<file path="config.mk">
export PLATFORM = sky130hd
export DESIGN_NAME = dsp_slice
export DESIGN_NICKNAME = d
export VERILOG_FILES = /design/src/rtl/dsp_slice.sv
export SDC_FILE = /design/constraint.sdc
export NUM_CORES = 2
export LEC_CHECK = 0
export CORE_UTILIZATION = 34
export CTS_CLUSTER_DIAMETER = 120
export DETAILED_ROUTE_END_ITERATION = 16
export PLACE_DENSITY = 0.52
export SLEW_MARGIN = 20
export SYNTH_ARGS = -nofsm -noshare
export SYNTH_HDL_FRONTEND = slang
export SYNTH_SLANG_ARGS = --single-unit
</file>
<file path="constraint.sdc">
create_clock -name CLK -period 8.9 [get_ports CLK]
set_input_delay 1.78 -clock CLK [delete_from_list [all_inputs] [get_ports CLK]]
set_output_delay 1.78 -clock CLK [all_outputs]
set_load 0.005 [all_outputs]
</file>
<file path="src/rtl/dsp_slice.sv">
// Pipelined pre-add / multiply / post-add slice with per-group CE and sync reset.
// DSP_BCIN_CASCADE_EN enables the B_INPUT="CASCADE" selection of BCIN.
module dsp_slice #(
  parameter int    A0REG       = 0,
  parameter int    A1REG       = 1,
  parameter int    B0REG       = 0,
  parameter int    B1REG       = 1,
  parameter int    CREG        = 1,
  parameter int    DREG        = 1,
  parameter int    MREG        = 1,
  parameter int    PREG        = 1,
  parameter int    CARRYINREG  = 1,
  parameter int    CARRYOUTREG = 1,
  parameter int    OPMODEREG   = 1,
  parameter string CARRYINSEL  = "OPMODE5",
  parameter string B_INPUT     = "DIRECT"
) (
  input  logic        CLK,
  input  logic        RSTA,
  input  logic        RSTB,
  input  logic        RSTC,
  input  logic        RSTD,
  input  logic        RSTM,
  input  logic        RSTP,
  input  logic        RSTCARRYIN,
  input  logic        RSTOPMODE,
  input  logic        CEA,
  input  logic        CEB,
  input  logic        CEC,
  input  logic        CED,
  input  logic        CEM,
  input  logic        CEP,
  input  logic        CECARRYIN,
  input  logic        CEOPMODE,
  input  logic [17:0] A,
  input  logic [17:0] B,
  input  logic [17:0] D,
  input  logic [17:0] BCIN,
  input  logic [47:0] C,
  input  logic [47:0] PCIN,
  input  logic        CARRYIN,
  input  logic [7:0]  OPMODE,
  output logic [35:0] M,
  output logic [47:0] P,
  output logic [47:0] PCOUT,
  output logic [17:0] BCOUT,
  output logic        CARRYOUT,
  output logic        CARRYOUTF
);

  logic [7:0]  op_r, op;
  logic [17:0] a0_r, a0_s, a1_r, a1_s;
  logic [17:0] b0_in, b0_r, b0_s, b1_in, b1_r, b1_s;
  logic [17:0] d_r, d_s;
  logic [47:0] c_r, c_s;
  logic [35:0] mult, m_r, m_s;
  logic        cin_in, cin_r, cin_s;
  logic [47:0] x, z;
  logic [48:0] sum;
  logic [47:0] p_r, p_s;
  logic        co_r, co_s;

  always_ff @(posedge CLK) begin
    if (RSTOPMODE) op_r <= '0;
    else if (CEOPMODE) op_r <= OPMODE;
  end
  assign op = (OPMODEREG != 0) ? op_r : OPMODE;

`ifdef DSP_BCIN_CASCADE_EN
  assign b0_in = (B_INPUT == "CASCADE") ? BCIN : B;
`else
  logic unused_bcin;
  assign unused_bcin = ^{BCIN, (B_INPUT == "CASCADE")};
  assign b0_in = B;
`endif

  always_ff @(posedge CLK) begin
    if (RSTA) begin
      a0_r <= '0;
      a1_r <= '0;
    end else if (CEA) begin
      a0_r <= A;
      a1_r <= a0_s;
    end
  end
  assign a0_s = (A0REG != 0) ? a0_r : A;
  assign a1_s = (A1REG != 0) ? a1_r : a0_s;

  always_ff @(posedge CLK) begin
    if (RSTB) begin
      b0_r <= '0;
      b1_r <= '0;
    end else if (CEB) begin
      b0_r <= b0_in;
      b1_r <= b1_in;
    end
  end
  assign b0_s = (B0REG != 0) ? b0_r : b0_in;
  assign b1_s = (B1REG != 0) ? b1_r : b1_in;

  always_ff @(posedge CLK) begin
    if (RSTD) d_r <= '0;
    else if (CED) d_r <= D;
  end
  assign d_s = (DREG != 0) ? d_r : D;

  always_ff @(posedge CLK) begin
    if (RSTC) c_r <= '0;
    else if (CEC) c_r <= C;
  end
  assign c_s = (CREG != 0) ? c_r : C;

  // Pre-adder wraps at 18 bits
  always_comb begin
    b1_in = b0_s;
    if (op[4]) b1_in = op[6] ? (d_s - b0_s) : (d_s + b0_s);
  end
  assign BCOUT = b1_s;

  assign mult = 36'(a1_s) * 36'(b1_s);
  always_ff @(posedge CLK) begin
    if (RSTM) m_r <= '0;
    else if (CEM) m_r <= mult;
  end
  assign m_s = (MREG != 0) ? m_r : mult;
  assign M   = m_s;

  assign cin_in = (CARRYINSEL == "CARRYIN") ? CARRYIN : op[5];
  always_ff @(posedge CLK) begin
    if (RSTCARRYIN) cin_r <= 1'b0;
    else if (CECARRYIN) cin_r <= cin_in;
  end
  assign cin_s = (CARRYINREG != 0) ? cin_r : cin_in;

  always_comb begin
    x = '0;
    unique case (op[1:0])
      2'd0: x = '0;
      2'd1: x = {12'd0, m_s};
      2'd2: x = p_s;
      2'd3: x = {d_s[11:0], a1_s, b1_s};
    endcase
  end

  always_comb begin
    z = '0;
    unique case (op[3:2])
      2'd0: z = '0;
      2'd1: z = PCIN;
      2'd2: z = p_s;
      2'd3: z = c_s;
    endcase
  end

  // Bit 48 is the carry (add) or borrow (subtract) out
  always_comb begin
    if (op[7]) sum = {1'b0, z} - ({1'b0, x} + 49'(cin_s));
    else       sum = {1'b0, z} + {1'b0, x} + 49'(cin_s);
  end

  always_ff @(posedge CLK) begin
    if (RSTP) begin
      p_r  <= '0;
      co_r <= 1'b0;
    end else if (CEP) begin
      p_r  <= sum[47:0];
      co_r <= sum[48];
    end
  end
  assign p_s  = (PREG != 0) ? p_r : sum[47:0];
  assign co_s = (CARRYOUTREG != 0) ? co_r : sum[48];

  assign P         = p_s;
  assign PCOUT     = p_s;
  assign CARRYOUT  = co_s;
  assign CARRYOUTF = co_s;

endmodule

</file>
==> flow_summary.ini <==
[status]
status = complete, no violations

[sta]
slew_headroom_pct = 25.96
min_period_ns = 7.269
worstMarginPinSlew_ns = 1.109
fmax_mhz = 137.6
drv_slew = 0
worst_slack_ns = 1.631
fin_tns_setup_ns = 0
finalHoldViolCount = 0
whs_ns = 0.4844
setup_viol = 0
rsz0062_at_grt = false
period_share_pct = 81.67
skew_ns = 0.01791

[clocking]
insertion_delay_ns = 0.52
ctsResizeCount = 0
hold_buffers = 0
cts_buffer_depth = 2
htree_levels = 4
path_clk_slew_ns = 0.08
cts.sinks = 196
cts-root-buf = clkbuf_16
numCtsBuffers = 17
cts_tree = done
cts_setup_buffers = 0

[setup_path]
r2r_cells = 21
reg2reg_from = a1_r[11]$_SDFFE_PP0P_
cpMaxStageDelayCell = dfxtp_1
r2r_slack_ns = 1.63
slowest_delay_ns = 1.05
path_cells = and2_1, fa_1, inv_1, fa_1, fa_1, inv_1, fa_1, fa_1, inv_1, fa_1, inv_1, ha_1, nand4_1, nor2_1, a21oi_1, o211ai_1, nand3_1, o21ai_0, a31oi_1, or4b_2, o311ai_0
required_ns = 9.30
cp.arrival_ns = 7.67
path_class = reg2reg
cp-start-kind = register
endpoint_kind = register
r2r-end = M[33]$_SDFFE_PP0P_
path_max_fanout = 20
cp_common_cell = fa_1

[synthesis]
synth_area_leaders = fa_1 19%, dfxtp_1 14%, ha_1 12%
synthCells = 3314
synth_nets = 4036
yosysUniqueCellTypes = 83
async_flop_share_pct = 0
synth_top_area_share_pct = 18.94
synth_area_leader_cell = fa_1
ys_seq_elements = 196
ys_seq_area_share_pct = 14.22
avgSynthCellArea_sq_um = 8.325
ys.warnings.count = 0
synth_edf_count = 0
syn_area_sq_mm = 0.02759
synthFlopType = dfxtp_1

[layout]
finalNetCount = 4192
final_cell_mix = 426 x inv_1, 321 x clkdlybuf4s50_1, 294 x nor2_1
multi_input_area_sq_mm = 0.02099
mostFrequentLayoutCell = inv_1
finalInstanceArea_sq_mm = 0.03203
nFillCells = 8394
final_core_util_pct = 39.84
ff_latch_area_sq_mm = 0.003931
area_delta_synth_final_pct = 16.11
drive_above_1_share_pct = 6.060

[global_routing]
grt-ovfl-total = 0
antenna_found_initial = 2
grt_max_degree = 51
grt_pass1_wl_mm = 144.4
track_usage_pct = 22.98
grt_pass1_vias = 23910

[die]
die_y_um = 286.9
core_sq_mm = 0.08042
initial_core_util_pct = 34.31
ios = 346
dieArea_sq_mm = 0.08229
rows = 104
dieWidth_um = 286.9

[drt]
vias = 23730
antenna_left = 0
routed_wl_mm = 94.58
firstDrtPassIters = 5
drtIter0Drc = 1547
vias_per_cell = 5.223
drcViolationCount = 0
avgRoutedWirePerCell_um = 20.82

[power]
power_density_mw_per_mm2 = 123.6
peakVddDrop_v = 0.0001617
p_leak_nw = 14.79

[place]
pre_cts_slack_ns = 1.592
place_congestion = 0.9320
dp_hpwl_mm = 74.98
port_buffers = 326
place_area_sq_mm = 0.03145

[worst_hold_path]
hp-start = BCOUT[9]$_SDFFE_PP0P_
whs_path_depth = 2
worstHoldPathType = reg2reg
whs_endpoint = BCOUT[9]$_SDFFE_PP0P_

[flow_run]
maxCapViolations = 0
[worst max-delay path by stage]
stage / startpoint / end / slack [ns]
final: a1_r[11]$_SDFFE_PP0P_ / M[33]$_SDFFE_PP0P_ / 1.63
after global routing: BCOUT[10]$_SDFFE_PP0P_ / M[33]$_SDFFE_PP0P_ / 1.26
after CTS: BCOUT[5]$_SDFFE_PP0P_ / M[33]$_SDFFE_PP0P_ / 1.56
after detailed placement: BCOUT[5]$_SDFFE_PP0P_ / M[33]$_SDFFE_PP0P_ / 1.59
after global placement: BCOUT[5]$_SDFFE_PP0P_ / M[33]$_SDFFE_PP0P_ / 1.62
after floorplan: BCOUT[3]$_SDFFE_PP0P_ / M[26]$_SDFFE_PP0P_ / 2.52
[Yosys cell counts, drive strengths merged, types with 10 or more instances]
cell type and number:
a41oi 12, a211oi 45, a22o 81, buf 73, mux2i 155, a2111oi 10
o21ai 97, o21bai 11, fa 261, nand2b 30, nand3 33, nor3 34
ha 267, clkbuf 166, and2 146, o211ai 12, xor2 49, mux2 83
and3 21, o21a 18, nand4 17, inv 426, a31oi 24, nand2 282
nor2 294, a221oi 10, nor2b 26, a21oi 156, xnor2 90, dfxtp 196
a21o 70
[state kept, by name, indices dropped and copies added (netlist names)]
name,count
d_r,18
op,8
BCOUT,18
P,48
c_r,48
CARRYOUT,1
cin_r,1
M,36
a1_r,18
[worst max-delay path: cells and delay by family (launching register included)]
| kind | cells | cell delay, ns |
|---|---|---|
| DFF | 1 | 1.05 |
| AOI/OAI and AO/OA | 5 | 1.22 |
| buffers and inverters | 4 | 0.22 |
| and+or+nand+nor | 5 | 1.33 |
| adders and majority gates | 7 | 3.31 |
[per-layer routing]
| metal | up-vias | GRT usage [%] | routed length, um |
|---|---|---|---|
| met5 | - | 0 | 0 |
| met4 | 0 | 6.689 | 2575 |
| met3 | 113 | 3.111 | 4831 |
| met2 | 689 | 38.72 | 44220 |
| met1 | 11630 | 30.50 | 42950 |
| li1 | 11290 | - | - |
[through the flow]
step | power (mW) | cells
global placement | 3.169 | 4510
floorplan | 2.447 | 3314
finish | 3.960 | 4543
CTS | 3.992 | 4541
detailed placement | 3.167 | 4510
global route | 4.241 | 4542
[power breakdown]
part | switching [mW] | internal, mW | leakage, nW
registers | 0.180 | 0.954 | 1.62
logic | 1.11 | 0.915 | 12.9
clock network | 0.432 | 0.372 | 0.262
total | 1.72 | 2.24 | 14.8
[layout make-up]
| class | instances | area share (%) |
|---|---|---|
| multi-input combinational | 2453 | 65.51 |
| sequential | 196 | 12.27 |
| timing repair buffer | 376 | 11.33 |
| inverter | 426 | 4.992 |
| tap | 1060 | 4.140 |
| clock buffer | 18 | 1.371 |
| clock inverter | 13 | 0.3789 |
| antenna | 1 | 0.007812 |
[logic make-up (layout without fill, tap and decap cells)]
group	count (synthesis)	count (layout)	share of synthesized area, %
compound gates	624	624	15.92
xor+xnor	139	139	4.413
fa+ha+maj	528	528	31.05
buf+inv	665	833	9.746
flops	196	196	14.22
mux	238	238	9.011
other cells	0	1	0
simple gates	924	924	15.64
(Power assumes the default switching activity.)
